--- src/rtl/riscv_lsu_pkg.sv ---
// Shared definitions for the load/store unit: funct3 size codes, FSM states
// and byte-lane helpers.
package riscv_lsu_pkg;

  localparam logic [2:0] F3_B  = 3'b000;
  localparam logic [2:0] F3_H  = 3'b001;
  localparam logic [2:0] F3_W  = 3'b010;
  localparam logic [2:0] F3_D  = 3'b011;
  localparam logic [2:0] F3_BU = 3'b100;
  localparam logic [2:0] F3_HU = 3'b101;
  localparam logic [2:0] F3_WU = 3'b110;
  localparam logic [2:0] F3_XX = 3'b111;

  typedef enum logic [1:0] {
    ST_IDLE = 2'd0,
    ST_REQ  = 2'd1,
    ST_WAIT = 2'd2,
    ST_RESP = 2'd3
  } lsu_state_e;

  function automatic int lsu_dw_bytes(input int dw);
    return dw / 8;
  endfunction

  // Byte-enable pattern for an access of 1 << sz bytes at lane 0.
  function automatic logic [7:0] size_mask(input logic [1:0] sz);
    case (sz)
      2'b00:   return 8'h01;
      2'b01:   return 8'h03;
      2'b10:   return 8'h0f;
      default: return 8'hff;
    endcase
  endfunction

  // Address bits that must be zero for a naturally aligned access.
  function automatic logic [7:0] align_mask(input logic [1:0] sz);
    case (sz)
      2'b00:   return 8'h00;
      2'b01:   return 8'h01;
      2'b10:   return 8'h03;
      default: return 8'h07;
    endcase
  endfunction

endpackage

--- src/rtl/riscv_lsu_align.sv ---
// Combinational byte-lane steering: byte enables, shifted store data,
// extended load data and the illegal/misaligned flag.
module riscv_lsu_align
  import riscv_lsu_pkg::*;
#(
  parameter  int DW = 32,
  localparam int BW = DW / 8,
  localparam int OW = $clog2(BW)
) (
  input  logic [2:0]    funct3,
  input  logic          wr,
  input  logic [OW-1:0] off,
  input  logic [DW-1:0] wdata,
  input  logic [DW-1:0] rdata,
  output logic [BW-1:0] be,
  output logic [DW-1:0] wdata_sh,
  output logic [DW-1:0] rdata_ext,
  output logic          bad
);

  logic [1:0]  sz;
  logic        sgn;
  logic [7:0]  amask;
  logic [63:0] sh64;
  logic [63:0] ext;
  logic        illegal;
  logic        misal;

  assign sz    = funct3[1:0];
  assign sgn   = ~funct3[2];
  assign amask = align_mask(sz);

  assign be       = BW'(size_mask(sz)) << off;
  assign wdata_sh = wdata << {off, 3'b000};

  // Widen to 64 bits so the extension cases are legal for both DW values.
  always_comb begin
    sh64 = 64'(rdata >> {off, 3'b000});
    case (sz)
      2'b00:   ext = {{56{sgn & sh64[7]}},  sh64[7:0]};
      2'b01:   ext = {{48{sgn & sh64[15]}}, sh64[15:0]};
      2'b10:   ext = {{32{sgn & sh64[31]}}, sh64[31:0]};
      default: ext = sh64;
    endcase
  end

  assign rdata_ext = ext[DW-1:0];

  assign illegal = (funct3 == F3_XX)
                 | (wr & funct3[2])
                 | ((funct3 == F3_D)  & (DW != 64))
                 | ((funct3 == F3_WU) & (DW != 64));
  assign misal   = |(off & amask[OW-1:0]);
  assign bad     = illegal | misal;

endmodule

--- src/rtl/riscv_lsu.sv ---
// MEM-stage load/store unit: handshaked variable-latency memory port with
// sizing, extension, misalignment detection and a wait timeout.
module riscv_lsu
  import riscv_lsu_pkg::*;
#(
  parameter int DW       = 32,
  parameter int AW       = 32,
  parameter int MAX_WAIT = 255,
  parameter int CW       = 8
) (
  input  logic               clk_i,
  input  logic               rst_i,
  input  logic               req_valid_i,
  input  logic               req_wr_i,
  input  logic [2:0]         req_funct3_i,
  input  logic [AW-1:0]      req_addr_i,
  input  logic [DW-1:0]      req_wdata_i,
  output logic               busy_o,
  output logic               rsp_valid_o,
  output logic [DW-1:0]      rsp_rdata_o,
  output logic               err_misalign_o,
  output logic               err_timeout_o,
  output logic               mem_req_o,
  output logic               mem_we_o,
  output logic [AW-1:0]      mem_addr_o,
  output logic [DW/8-1:0]    mem_be_o,
  output logic [DW-1:0]      mem_wdata_o,
  input  logic               mem_gnt_i,
  input  logic               mem_rvalid_i,
  input  logic [DW-1:0]      mem_rdata_i
);

  localparam int BW = lsu_dw_bytes(DW);
  localparam int OW = $clog2(BW);

  lsu_state_e    state, state_n;
  logic [CW-1:0] cnt;
  logic [2:0]    f3_q;
  logic [OW-1:0] off_q;
  logic          wr_q;

  logic [2:0]    a_f3;
  logic [OW-1:0] a_off;
  logic          a_wr;
  logic [BW-1:0] a_be;
  logic [DW-1:0] a_wdata;
  logic [DW-1:0] a_rdata;
  logic          a_bad;

  logic tmo, issue, fin, cap, set_mis, set_tmo;

  // In IDLE the live request is steered; afterwards the latched copy is.
  assign a_f3  = (state == ST_IDLE) ? req_funct3_i           : f3_q;
  assign a_off = (state == ST_IDLE) ? req_addr_i[OW-1:0]     : off_q;
  assign a_wr  = (state == ST_IDLE) ? req_wr_i               : wr_q;

  riscv_lsu_align #(.DW(DW)) u_align (
    .funct3    (a_f3),
    .wr        (a_wr),
    .off       (a_off),
    .wdata     (req_wdata_i),
    .rdata     (mem_rdata_i),
    .be        (a_be),
    .wdata_sh  (a_wdata),
    .rdata_ext (a_rdata),
    .bad       (a_bad)
  );

  // Fires on the last allowed REQ/WAIT cycle; >= also covers a load granted
  // on that last cycle, which then gets no extra slack in WAIT.
  assign tmo = (MAX_WAIT != 0) && ((int'(cnt) + 1) >= MAX_WAIT);

  always_ff @(posedge clk_i or posedge rst_i) begin
    if (rst_i) state <= ST_IDLE;
    else       state <= state_n;
  end

  always_comb begin
    state_n = state;
    issue   = 1'b0;
    fin     = 1'b0;
    cap     = 1'b0;
    set_mis = 1'b0;
    set_tmo = 1'b0;
    case (state)
      ST_IDLE: begin
        if (req_valid_i) begin
          if (a_bad) begin
            state_n = ST_RESP;
            fin     = 1'b1;
            set_mis = 1'b1;
          end else begin
            state_n = ST_REQ;
            issue   = 1'b1;
          end
        end
      end
      ST_REQ: begin
        if (mem_gnt_i) begin
          if (wr_q) begin
            state_n = ST_RESP;
            fin     = 1'b1;
          end else if (mem_rvalid_i) begin
            state_n = ST_RESP;
            fin     = 1'b1;
            cap     = 1'b1;
          end else begin
            state_n = ST_WAIT;
          end
        end else if (tmo) begin
          state_n = ST_RESP;
          fin     = 1'b1;
          set_tmo = 1'b1;
        end
      end
      ST_WAIT: begin
        if (mem_rvalid_i) begin
          state_n = ST_RESP;
          fin     = 1'b1;
          cap     = 1'b1;
        end else if (tmo) begin
          state_n = ST_RESP;
          fin     = 1'b1;
          set_tmo = 1'b1;
        end
      end
      default: state_n = ST_IDLE;
    endcase
  end

  assign busy_o      = ((state == ST_IDLE) & req_valid_i) | (state == ST_REQ) | (state == ST_WAIT);
  assign rsp_valid_o = (state == ST_RESP);

  always_ff @(posedge clk_i or posedge rst_i) begin
    if (rst_i) begin
      cnt            <= '0;
      f3_q           <= '0;
      off_q          <= '0;
      wr_q           <= 1'b0;
      mem_req_o      <= 1'b0;
      mem_we_o       <= 1'b0;
      mem_addr_o     <= '0;
      mem_be_o       <= '0;
      mem_wdata_o    <= '0;
      rsp_rdata_o    <= '0;
      err_misalign_o <= 1'b0;
      err_timeout_o  <= 1'b0;
    end else begin
      if (state == ST_IDLE && req_valid_i) begin
        f3_q  <= req_funct3_i;
        off_q <= req_addr_i[OW-1:0];
        wr_q  <= req_wr_i;
      end

      if (issue) begin
        mem_req_o   <= 1'b1;
        mem_we_o    <= req_wr_i;
        mem_addr_o  <= {req_addr_i[AW-1:OW], {OW{1'b0}}};
        mem_be_o    <= a_be;
        mem_wdata_o <= a_wdata;
        cnt         <= '0;
      end else if (state == ST_REQ || state == ST_WAIT) begin
        cnt <= cnt + 1'b1;
      end

      // The port is released once granted or on timeout abort.
      if (state == ST_REQ && state_n != ST_REQ) begin
        mem_req_o   <= 1'b0;
        mem_we_o    <= 1'b0;
        mem_addr_o  <= '0;
        mem_be_o    <= '0;
        mem_wdata_o <= '0;
      end

      if (fin) begin
        rsp_rdata_o    <= cap ? a_rdata : '0;
        err_misalign_o <= set_mis;
        err_timeout_o  <= set_tmo;
      end else if (state == ST_RESP) begin
        rsp_rdata_o    <= '0;
        err_misalign_o <= 1'b0;
        err_timeout_o  <= 1'b0;
      end
    end
  end

endmodule

--- config.mk ---
export PLATFORM = sky130hd
export DESIGN_NAME = riscv_lsu
export DESIGN_NICKNAME = d
export VERILOG_FILES = /design/src/rtl/riscv_lsu_pkg.sv /design/src/rtl/riscv_lsu_align.sv /design/src/rtl/riscv_lsu.sv
export SDC_FILE = /design/constraint.sdc
export NUM_CORES = 1
export LEC_CHECK = 0
export ABC_AREA = 1
export CAP_MARGIN = 5
export CORE_MARGIN = 4
export CORE_UTILIZATION = 44
export CTS_BUF_LIST = sky130_fd_sc_hd__clkbuf_4 sky130_fd_sc_hd__clkbuf_8
export CTS_CLUSTER_SIZE = 12
export DETAILED_ROUTE_END_ITERATION = 16
export PLACE_DENSITY_LB_ADDON = 0.12
export SETUP_SLACK_MARGIN = 0.3
export SYNTH_ARGS = -nofsm -noshare
export SYNTH_HDL_FRONTEND = slang
export SYNTH_SLANG_ARGS = --single-unit
--- constraint.sdc ---
create_clock -name clk_i -period 4.5 [get_ports clk_i]
set_input_delay 1.35 -clock clk_i [delete_from_list [all_inputs] [get_ports clk_i]]
set_output_delay 1.35 -clock clk_i [all_outputs]
set_load 0.05 [all_outputs]
==> impl_metrics.csv <==
group,metric,value,unit
logic_synthesis,synthAdderAreaFrac,1.10,%
sta,setup_viol,0,
logic_synthesis,synth-compound-area-share,12.5,%
sta,setup_tns,0,ns
floorplan,dieArea,17600,um2
critical_path,critPathLaunchType,"primary input",
sta,hold_violations,0,
sta,slew_headroom,38.4,%
grt,grt_max_degree,69,
cells_and_area,nFillCells,1394,
logic_synthesis,ys.flop_type,"dfrtp_1",
floorplan,core_region_area,15200,um2
critical_path,worstPathCellList,"clkdlybuf4s50_1 > nand2_1 > nand2_1 > buf_12",
floorplan,ioPinCount,211,
grt,grt_use_met2,33.8,%
grt,grt_use_met3,6.50,%
min_path,worstHoldPathType,"reg2reg",
logic_synthesis,yosysTopAreaCell,"dfrtp_1",
placed_design,dp_slack,0.648,ns
logic_synthesis,synth.area.top_cells,"dfrtp_1 (43%), nand3_1 (12%), nand2_1 (12%), nand3_2 (5.3%), o21ai_0 (4.5%)",
grt,gr-max-usage-layer,"met2",
floorplan,die_w,133,um
logic_synthesis,synth_top_area_share,43.2,%
critical_path,crit_type,"in2out",
route,ant_nets,0,
grt,grt_pass1_vias,6334,
route,vias_per_cell,5.30,
sta,worstMarginPinSlew,0.924,ns
logic_synthesis,ys_ff_latch,118,
route,routedWlPerCell,16.1,um
logic_synthesis,synthDistinctLibCells,35,
sta,worst_hold_slack,0.493,ns
logic_synthesis,synth-simple-area-share,33.6,%
sta,period_minus_slack,3.86,ns
grt,grtUsageMet1,33.5,%
critical_path,cp_max_fo,10,
sta,maxSlewViolCount,0,
placed_design,dp_hpwl,14.5,mm
run_status,status,"completed",
grt,antenna_found_initial,1,
route,vias,6720,
power,p_per_area,724,nW/um2
critical_path,max_stage_delay,0.52,ns
cts,clockRootBuffer,"clkbuf_8",
power,irDropWorstVdd,0.000347,V
sta,setup_ws,0.636,ns
critical_path,cp_common_cell,"nand2_1",
critical_path,end_kind,"output port",
critical_path,crit_arrival,2.51,ns
cts,cts_buffers,17,
sta,skew,0.0144,ns
logic_synthesis,netlist_instances,889,
route,wirelength,20.5,mm
route,drc,0,
logic_synthesis,synth.most_common_cell,"nand2_1",
critical_path,slowest_stage,"clkdlybuf4s50_1",
cells_and_area,fin_util,61.6,%
floorplan,die_h,133,um
logic_synthesis,synth_edf_count,0,
logic_synthesis,ys_warn_count,0,
cells_and_area,drive_above_1_share,10.4,%
route,drtIter0Drc,429,
cts,cts_resized,0,
power,leakagePower,4.44,nW
floorplan,initial_core_util,44.9,%
logic_synthesis,yosysSeqAreaShare,43.2,%
route,drtPass1Iterations,5,
cells_and_area,area_growth,37.1,%
placed_design,gp_congestion,0.892,
cts,clock_latency,0.45,ns
logic_synthesis,yosys.area_share.xor_xnor,0,%
logic_synthesis,avgSynthCellArea,7.69,um2
cts,cts_hold_buffers,0,
logic_synthesis,synth_top_family_by_area,"simple AND/OR/NAND/NOR gates",
sta,fmax,259,MHz
critical_path,cp_data_required_time,3.15,ns
logic_synthesis,syn-cell-area,6830,um2
logic_synthesis,synth_common_cells,"nand2_1 (213), nand3_1 (167), dfrtp_1 (118)",
floorplan,rows,45,
cts,clock_path_buffers,2,
cts,clk_pin_slew,0.07,ns
cells_and_area,fin_nets,1177,
grt,grt_pass1_wl,33.1,mm
logic_synthesis,synth-async-reset-ratio,100,%
cts,postCtsSetupBuffers,0,
grt,overflow,0,
logic_synthesis,muxShareOfSynthArea,0,%
cts,cts.htree.levels,4,
sta,rsz0062_at_grt,"no",
cts,cts_tree,"done",
placed_design,place.port_buffers,208,
sta,fin_crit_sh,85.9,%
grt,track_usage,23.3,%
job,drv_cap,0,
cts,clock-sinks,118,
[report_power, final]
part	leakage, nW	internal, W	switching (W)	total, W
clock	0.175	0.000413	0.000482	0.000895
sequential	1.60	0.00134	0.000185	0.00153
combinational	2.67	0.00132	0.00304	0.00436
[area by class of cell]
cell class | count | area, um2 | area share, %
multi-input combinational | 633 | 3250 | 34.7
antenna | 1 | 2.50 | 0.0267
clock inverter | 13 | 97.6 | 1.04
timing repair buffer | 224 | 2290 | 24.4
inverter | 72 | 278 | 2.96
clock buffer | 19 | 262 | 2.79
tap | 188 | 235 | 2.51
sequential | 118 | 2950 | 31.5
[critical path: cells and delay by family]
kind,cells,cell delay [ns]
buffers and inverters,2,0.68
and+or+nand+nor,2,0.48
[metal layers]
layer | vias to the layer above | wire length (um)
met5 | - | 0
met4 | 0 | 475
met3 | 36 | 1630
met2 | 281 | 9090
met1 | 3091 | 9270
li1 | 3312 | -
[flip-flops by register name, summed over array words and instances, names as in the netlist]
| register | count |
|---|---|
| err_timeout_o | 1 |
| f3_q | 3 |
| mem_addr_o | 30 |
| mem_wdata_o | 32 |
| off_q | 2 |
| cnt | 8 |
| wr_q | 1 |
| rsp_rdata_o | 32 |
| mem_req_o | 1 |
| mem_we_o | 1 |
| err_misalign_o | 1 |
| mem_be_o | 4 |
| state | 2 |
[final timing paths]
| path | from | endpoint | slack [ns] | cells past startpoint |
|---|---|---|---|---|
| setup / recovery | req_valid_i | busy_o | 0.64 | 4 |
| hold / removal | f3_q[2] | f3_q[2] | 0.49 | 2 |
| setup reg to reg | state[1] | rsp_rdata_o[16] | 1.50 | 15 |
| hold reg to reg | f3_q[2] | f3_q[2] | 0.49 | 2 |
| max in group asynchronous | rst_i | f3_q[2] | 2.35 | 3 |
| min in group asynchronous | rst_i | cnt[4] | 1.43 | 2 |
[cells by family (layout without fill, tap and decap cells)]
logic type                 after synthesis  count (layout)
and+or+nand+nor                        472             472
AOI/OAI and AO/OA                      153             153
buffers and inverters                  139             328
DFF                                    118             118
adders and majority gates                6               6
other                                    1               3
[metrics by stage]
step	instance area (um2)	power [W]	std cells
floorplan	6840	0.00476	890
global placement	9010	0.00589	1235
detailed placement	9010	0.00592	1235
CTS	9370	0.00683	1267
global route	9370	0.00728	1267
finish	9370	0.00678	1268
[cells in the final DEF (no fill, tap or decap), drive strengths merged]
master         instances
dfrtp                118
a211oi                 8
a21oi                 49
nand4                  8
conb                   2
clkbuf                19
o21a                   2
nor2                  34
clkdlybuf4s50        207
buf                   17
clkinv                 7
ha                     6
nand3                205
a2111oi                1
nand2                216
diode                  1
o21bai                 2
a31oi                  3
o21ai                 88
nor3                   9
inv                   73
clkinvlp               5
Note: power is estimated with default switching activity, not from simulation.
